$ cat src/rtl/clkdiv_pkg.sv
// Shared constants and duty-cycle helper for the programmable clock divider.
package clkdiv_pkg;

  localparam int unsigned DIV_MIN = 2;

  // Cycles spent HIGH in a period of n input clocks (ceil(n/2)).
  function automatic int unsigned hi_cnt(input int unsigned n);
    return n - (n / 2);
  endfunction

endpackage

$ cat src/rtl/clkdiv_chan.sv
// One divider channel: active/pending ratio, period counter, registered clk_out and tick.
module clkdiv_chan
  import clkdiv_pkg::*;
#(
  parameter int DIV_W       = 8,
  parameter int DEFAULT_DIV = 4
) (
  input  logic             clk_in,
  input  logic             reset_n,
  input  logic             en,
  input  logic             ld,
  input  logic [DIV_W-1:0] ld_val,
  output logic             busy,
  output logic             clk_out,
  output logic             tick
);

  logic [DIV_W-1:0] n_q, n_d, p_q, p_d, cnt_q, cnt_d, n_eff;
  logic             pend_q, pend_d, clk_q, clk_d, tick_q, tick_d, wrap;

  always_comb begin
    n_d    = n_q;
    p_d    = p_q;
    pend_d = pend_q;
    cnt_d  = cnt_q;
    clk_d  = 1'b0;
    tick_d = 1'b0;
    wrap   = (cnt_q == n_q - 1'b1);
    n_eff  = pend_q ? p_q : n_q;
    if (!en) begin
      // Parked one short of wrap so the first enabled edge starts a fresh period.
      n_d    = n_eff;
      cnt_d  = n_eff - 1'b1;
      pend_d = 1'b0;
    end else begin
      cnt_d = wrap ? '0 : cnt_q + 1'b1;
      if (wrap && pend_q) begin
        n_d    = p_q;
        pend_d = 1'b0;
      end
      clk_d  = (cnt_d < DIV_W'(hi_cnt(32'(n_d))));
      tick_d = wrap;
    end
    // A load on the boundary edge survives the clear above and waits a full period.
    if (ld) begin
      p_d    = ld_val;
      pend_d = 1'b1;
    end
  end

  always_ff @(posedge clk_in) begin
    if (!reset_n) begin
      n_q    <= DIV_W'(DEFAULT_DIV);
      p_q    <= DIV_W'(DEFAULT_DIV);
      cnt_q  <= DIV_W'(DEFAULT_DIV - 1);
      pend_q <= 1'b0;
      clk_q  <= 1'b0;
      tick_q <= 1'b0;
    end else begin
      n_q    <= n_d;
      p_q    <= p_d;
      cnt_q  <= cnt_d;
      pend_q <= pend_d;
      clk_q  <= clk_d;
      tick_q <= tick_d;
    end
  end

  assign busy    = pend_q;
  assign clk_out = clk_q;
  assign tick    = tick_q;

endmodule

$ cat src/rtl/prog_clock_divider.sv
// Multi-channel programmable clock divider: load decode, error pulse, channel array.
module prog_clock_divider
  import clkdiv_pkg::*;
#(
  parameter int NUM_CH      = 4,
  parameter int DIV_W       = 8,
  parameter int DEFAULT_DIV = 4,
  localparam int SEL_W      = (NUM_CH > 1) ? $clog2(NUM_CH) : 1
) (
  input  logic              clk_in,
  input  logic              reset_n,
  input  logic [NUM_CH-1:0] ch_en,
  input  logic              div_load,
  input  logic [SEL_W-1:0]  div_sel,
  input  logic [DIV_W-1:0]  div_value,
  output logic              div_err,
  output logic [NUM_CH-1:0] div_busy,
  output logic [NUM_CH-1:0] clk_out,
  output logic [NUM_CH-1:0] tick
);

  logic              reject, div_err_d, div_err_q;
  logic [NUM_CH-1:0] ld_vec;

  always_comb begin
    reject    = (div_value < DIV_W'(DIV_MIN)) || (int'(div_sel) >= NUM_CH);
    div_err_d = div_load && reject;
    ld_vec    = '0;
    for (int i = 0; i < NUM_CH; i++)
      ld_vec[i] = div_load && !reject && (int'(div_sel) == i);
  end

  always_ff @(posedge clk_in) begin
    if (!reset_n) div_err_q <= 1'b0;
    else          div_err_q <= div_err_d;
  end

  assign div_err = div_err_q;

  for (genvar g = 0; g < NUM_CH; g++) begin : g_chan
    clkdiv_chan #(
      .DIV_W       (DIV_W),
      .DEFAULT_DIV (DEFAULT_DIV)
    ) u_chan (
      .clk_in  (clk_in),
      .reset_n (reset_n),
      .en      (ch_en[g]),
      .ld      (ld_vec[g]),
      .ld_val  (div_value),
      .busy    (div_busy[g]),
      .clk_out (clk_out[g]),
      .tick    (tick[g])
    );
  end

endmodule

$ cat config.mk
export PLATFORM = sky130hd
export DESIGN_NAME = prog_clock_divider
export DESIGN_NICKNAME = d
export VERILOG_FILES = /design/src/rtl/clkdiv_pkg.sv /design/src/rtl/clkdiv_chan.sv /design/src/rtl/prog_clock_divider.sv
export SDC_FILE = /design/constraint.sdc
export NUM_CORES = 1
export LEC_CHECK = 0
export ABC_AREA = 1
export BUFFER_PORTS_ARGS = -buffer_cell sky130_fd_sc_hd__buf_4
export CAP_MARGIN = 20
export CORE_MARGIN = 2
export CORE_UTILIZATION = 38
export DETAILED_ROUTE_END_ITERATION = 16
export HOLD_SLACK_MARGIN = 0.15
export SYNTH_ARGS = -nofsm -noshare
export SYNTH_HDL_FRONTEND = slang
export SYNTH_HIERARCHICAL = 1
export SYNTH_SLANG_ARGS = --single-unit
$ cat constraint.sdc
create_clock -name clk_in -period 3.9 [get_ports clk_in]
set_input_delay 0.39 -clock clk_in [delete_from_list [all_inputs] [get_ports clk_in]]
set_output_delay 0.39 -clock clk_in [all_outputs]
set_load 0.05 [all_outputs]
Word level (Yosys, flattened, before mapping)

Cells that the tools add are included.

Register bits: 109
Input port bits: 17
Output and inout port bits: 13
Logic and storage cells: 109

Add/sub/neg operators: 16
Magnitude comparators: 5
Equal/unequal tests: 11
Multiplexer cells: 36
Reduce and logical (&&, ||, !) cells: 16

Operators by type and width:

| cell                                                   | number |
|---|---|
| two-way mux 8 bit                                      | 24 |
| subtractor 8 x 1 -> 8 bit (second input constant)      | 8 |
| adder 8 x 1 -> 8 bit (second input constant)           | 4 |
| equality test 8 bit                                    | 4 |
| < comparator 8 bit                                     | 4 |
| subtractor 8 x 7 -> 8 bit                              | 4 |
| two-way mux 1 bit                                      | 12 |
| inequality test 3 x 1 -> 1 bit (second input constant) | 4 |
| logical AND 1 bit                                      | 10 |
| < comparator 8 x 2 -> 1 bit (second input constant)    | 1 |
| AND reduction 2 bit                                    | 4 |
| equality test 2 bit (second input constant)            | 2 |
| equality test 2 x 1 -> 1 bit (second input constant)   | 1 |
| zero test 2 bit                                        | 1 |
| zero test 1 bit                                        | 1 |

Logic depth before layout (Yosys ltp)

Word-level depth: 7
Mapped depth: 31
Depth with buffers taken out: 30

Cells and area by module

The synthesis kept the hierarchy.

By module, submodules not included:

| module                             | instances | cells an instance | area each (µm²) | seq. area each (µm²) |
|---|---|---|---|---|
| clkdiv_chan (g_chan[0].u_chan ...) | 3         | 311               | 2082.0          | 540.5 |
| clkdiv_chan (g_chan[1].u_chan)     | 1         | 311               | 2044.5          | 540.5 |
| prog_clock_divider                 | 1         | 21                | 103.8           | 20.0 |

Worst setup path before layout

No wires, ideal clock.

Path kind: reg2reg
From: reg g_chan[1].u_chan.n_q[0]
To: reg g_chan[1].u_chan.clk_q
Library setup time: 0.120 ns
Arrival time: 3.527 ns
Data required time: 3.780 ns
Path slack: 0.252 ns
Cell stages (with the launch flop): 27
Path buffers: 1
Clock period less this slack: 3.648 ns
Path through: dfxtp_1 -> inv_2 -> ha_1 -> inv_1 -> nand2_1 -> nand2_1 -> nor2_1 -> nand2_1 -> nor2_1 -> nand2_1 -> nor2_4 -> nand3_2 -> buf_6 -> inv_2 -> nand2_1 -> o21ai_1 -> inv_1 -> ha_1 -> fa_1 -> o21ai_0 -> nand2_1 -> a31oi_1 -> xnor2_1 -> ha_1 -> nand2_1 -> o211ai_1 -> a21oi_1

Longest elaborated chain between the ends: 7
Elaborated cells between the ends (all ways): 8
Those cells by class: add/sub: 2; order compare: 1; eq/ne: 1; mux: 3; reduce/logical: 1

Ends and longest elaborated chain:

| item                      | line              | RTL |
|---|---|---|
| from (decl)               | clkdiv_chan.sv:18 | `logic [DIV_W-1:0] n_q, n_d, p_q, p_d, cnt_q, cnt_d, n_eff;` |
| from (signal assigned)    | clkdiv_chan.sv:53 | `n_q <= DIV_W'(DEFAULT_DIV);` |
| from (signal assigned)    | clkdiv_chan.sv:60 | `n_q <= n_d;` |
| subtractor 8 x 1 -> 8 bit | clkdiv_chan.sv:28 | `wrap = (cnt_q == n_q - 1'b1);` |
| equality test 8 bit       | clkdiv_chan.sv:28 |  |
| logical AND 1 bit         | clkdiv_chan.sv:37 | `if (wrap && pend_q) begin` |
| two-way mux 8 bit         | clkdiv_chan.sv:37 |  |
| two-way mux 8 bit         | clkdiv_chan.sv:30 | `if (!en) begin` |
| subtractor 8 x 7 -> 8 bit | clkdiv_pkg.sv:8   | `return n - (n / 2);` |
| < comparator 8 bit *      | clkdiv_chan.sv:41 | `clk_d = (cnt_d < DIV_W'(hi_cnt(32'(n_d))));` |
| to (signal assigned)      | clkdiv_chan.sv:64 | `clk_q <= clk_d;` |
| to (decl)                 | clkdiv_chan.sv:19 | `logic pend_q, pend_d, clk_q, clk_d, tick_q, tick_d, wrap;` |

Mark *: on every way between the ends. The rest lies on a longest branch, timed or not. The select of a mux whose other input is x is not followed.
A chain may end at the register's enable or synchronous reset.

Worst setup path in the final report

From: reg g_chan[1].u_chan.n_q[1]
To: reg g_chan[1].u_chan.clk_q

Same word-level chain as after synthesis.

==> impl_metrics.toml <==
[timing]
drv_slew = 0
hold_violations = 0
setup_violations = 0
final.setup_skew_ps = 10.8
min_period_over_period_pct = 94.8
period_minus_slack_ps = 3700
max_freq_ghz = 0.271
slew_headroom_pct = 53.8
tightest_slew_ps = 686

[logic_synthesis]
synthAdderAreaFrac_pct = 10.5
netlist_top_cells_count = "nand2_1, inv_1, o21ai_0, dfxtp_1, nor2_1"
synth_cells = 1265
synth_area_leaders = "dfxtp_1, nand2_1, ha_1"
seq_area_frac_synth_pct = 26.0
synth_mux_area_share_pct = 0.358
syn_nets = 1350
synthDistinctLibCells = 35
synth_seq_cells = 109
yosys.area.top_type = "dfxtp_1"
synth_top_family_by_area = "simple AND/OR/NAND/NOR gates"
yosysWarnings = 6
syn_area_per_cell_um2 = 6.64
synth-xor-area-share_pct = 6.16
yosysMostFrequentCell = "nand2_1"
synth_ff_type = "dfxtp_1"
synth-edff-count = 0
synthesis.area_um2 = 8390
synth.top_cell.area_share_pct = 26.0
synth_compound_area_share_pct = 16.8
async_reset_ff_share_pct = 0
yosys.area_share.simple_pct = 28.7

[placement]
routabilityCongestion = 0.888
place_inst = 1592
place_area_um2 = 9140
dp.final_hpwl_um = 17500
port_buffers = 29

[global_routing]
grt_max_degree = 39
antenna_found_initial = 0
grt_pass1_wl_um = 36600
grt_usage_pct = 18.8
first_global_vias = 7567
gr-total-overflow = 0

[clock_network]
clock-sinks = 109
cts_tree = "built"
clk_latency_ps = 360
ctsRootBufferMaster = "clkbuf_16"
cts_max_level = 3
clk_pin_slew_worst_paths_ps = 70
clockBufferDepth = 2
cts_buffers = 9

[routing]
vias = 8079
drc = 0
drt_iter0_drc = 401
wl_per_cell_um = 13.7
drt-total-wl_um = 22100
vias_per_cell = 5.00
dr.pass1.iters = 5
ant_nets = 0

[power]
pwr-share-seq_pct = 34.0
p_int_w = 0.00229
p_leak_nw = 4.78
swShare_pct = 38.0
pwr-share-comb_pct = 39.9
netSwitchingPower_w = 0.00140
p_clk_share_pct = 26.0
p_per_area_nw_per_um2 = 379
irDropWorstVdd_mv = 0.222

[final_layout]
area_growth_pct = 15.7
n_fill_cell = 2275
layoutNonFillerInstCount = 1617
drive_above_1_share_pct = 16.5
fin_nets = 1418
fin_area_um2 = 9710
diodes = 0

[die]
ioPinCount = 30
fp.coreArea_um2 = 21800
die_h_um = 153
die_area_um2 = 23300
start_util_pct = 38.6
fp-row-count = 54
die_x_um = 153

[critical_path]
crit_arrival_ps = 3950
path_max_fanout = 7
crit_type = "register to register"
end_kind = "register"
start_kind = "register"
cp.required_ps = 4150

[hold_path]
hold_class = "input pin to register"

[job]
drv_cap = 0

[run_status]
status = "finished, final reports clean"
[cell type report]
cell class	count	area [um2]	share of cell area, %
Sequential cell	109	2200	22.6
Inverter	226	853	8.79
Clock inverter	5	60.1	0.618
Clock buffer	10	239	2.46
Multi-Input combinational cell	908	5420	55.8
Timing Repair Buffer	79	593	6.11
Tap cell	280	350	3.61
[final timing paths]
path | from | end | slack, ps | depth (start not counted)
worst max register to register | g_chan[1].u_chan/n_q[1] | g_chan[1].u_chan/clk_out | 200 | 24
worst min register to register | g_chan[2].u_chan/p_q[5] | g_chan[2].u_chan/p_q[5] | 480 | 2
worst min-delay path | div_value[0] | g_chan[1].u_chan/p_q[0] | 320 | 3
worst max-delay path | g_chan[1].u_chan/n_q[1] | g_chan[1].u_chan/clk_out | 200 | 24
[sequential cells by signal, indices dropped and copies added, names as in the netlist]
| name | cells |
|---|---|
| g_chan.u_chan/clk_out | 4 |
| g_chan.u_chan/cnt_q | 32 |
| g_chan.u_chan/busy | 4 |
| g_chan.u_chan/p_q | 32 |
| div_err | 1 |
| g_chan.u_chan/n_q | 32 |
| g_chan.u_chan/tick | 4 |
[power groups by stage]
stage / Combinational, W / Sequential [W] / Clock (W)
3_5_place_dp: 0.00139 / 0.00128 / 0
3_3_place_gp: 0.00136 / 0.00128 / 0
5_1_grt: 0.00168 / 0.00126 / 0.00102
4_1_cts: 0.00140 / 0.00125 / 0.000981
6_report: 0.00147 / 0.00125 / 0.000959
2_1_floorplan: 0.000984 / 0.00131 / 0
[cells by family (layout without fill, tap and decap cells)]
kind of cell	Yosys count	count (layout)
multiplexers	3	3
buffers and inverters	248	320
flip-flops	109	109
XOR/XNOR	59	59
AO/OA/AOI/OAI	261	261
adder cells (fa/ha/maj)	68	68
AND/OR/NAND/NOR	517	517
[through the flow]
stage	setup WS [ps]	TNS, ps	utilization [%]	total power, W	hold slack, ps
after floorplan	252	0	-	0.00229	444
after global placement	-29.6	-29.6	42.0	0.00264	460
after detailed placement	-27.0	-27.0	42.0	0.00267	463
after CTS	2.23	0	43.4	0.00363	308
after global routing	-121	-143	44.6	0.00396	320
final	205	0	44.6	0.00368	320
[placed cells by master, fill, tap and decap left out, types with 2 or more instances in the layout]
cell / n
a21oi_1: 63
a21oi_2: 4
a22o_1: 4
a22oi_1: 4
a31oi_1: 6
buf_4: 79
clkbuf_16: 9
clkinv_1: 3
dfxtp_1: 102
dfxtp_2: 5
dfxtp_4: 2
fa_1: 2
fa_2: 2
ha_1: 58
ha_2: 3
ha_4: 3
inv_1: 204
inv_2: 17
inv_4: 2
mux2i_1: 3
nand2_1: 258
nand2_2: 22
nand2_4: 4
nand3_1: 62
nand3_2: 10
nand3_4: 7
nand4_1: 9
nor2_1: 99
nor2_2: 8
nor2_4: 15
nor3_1: 18
o211ai_1: 4
o21ai_0: 100
o21ai_1: 20
o21ai_2: 16
o22ai_1: 38
or2_2: 4
xnor2_1: 27
xor2_1: 32
[critical path, cell delays in order, from the launching register on]
cell	delay, ps
dfxtp_4	370
inv_1	60
ha_2	320
inv_1	40
nand2_1	40
nand2_1	50
nor2_1	90
nand2_1	50
nor2_1	110
nand2_1	90
nor2_4	170
nand3_4	140
buf_4	160
nand2_1	40
o21ai_0	130
ha_1	260
fa_2	370
o21ai_2	180
nand2_1	60
a31oi_1	200
xnor2_1	100
ha_1	270
nand2_1	60
o211ai_1	170
a21oi_1	60
[repair_timing]
action                                  4_1_cts  5_1_grt
pin swaps                                     0       12
gates resized for setup                       2       67
buffers inserted                              0       10
hold buffers                                  0        0
endpoints found under the setup margin        1        4
[routing by layer]
layer / track usage (%) / part of all wire [%] / vias to the layer above
met3: 3.10 / 4.5 / 24
met4: 4.50 / 1.4 / 0
met5: 0 / 0 / -
met1: 25.6 / 48 / 3671
met2: 31.3 / 46 / 160
li1: - / - / 4224
(Power assumes the default switching activity.)
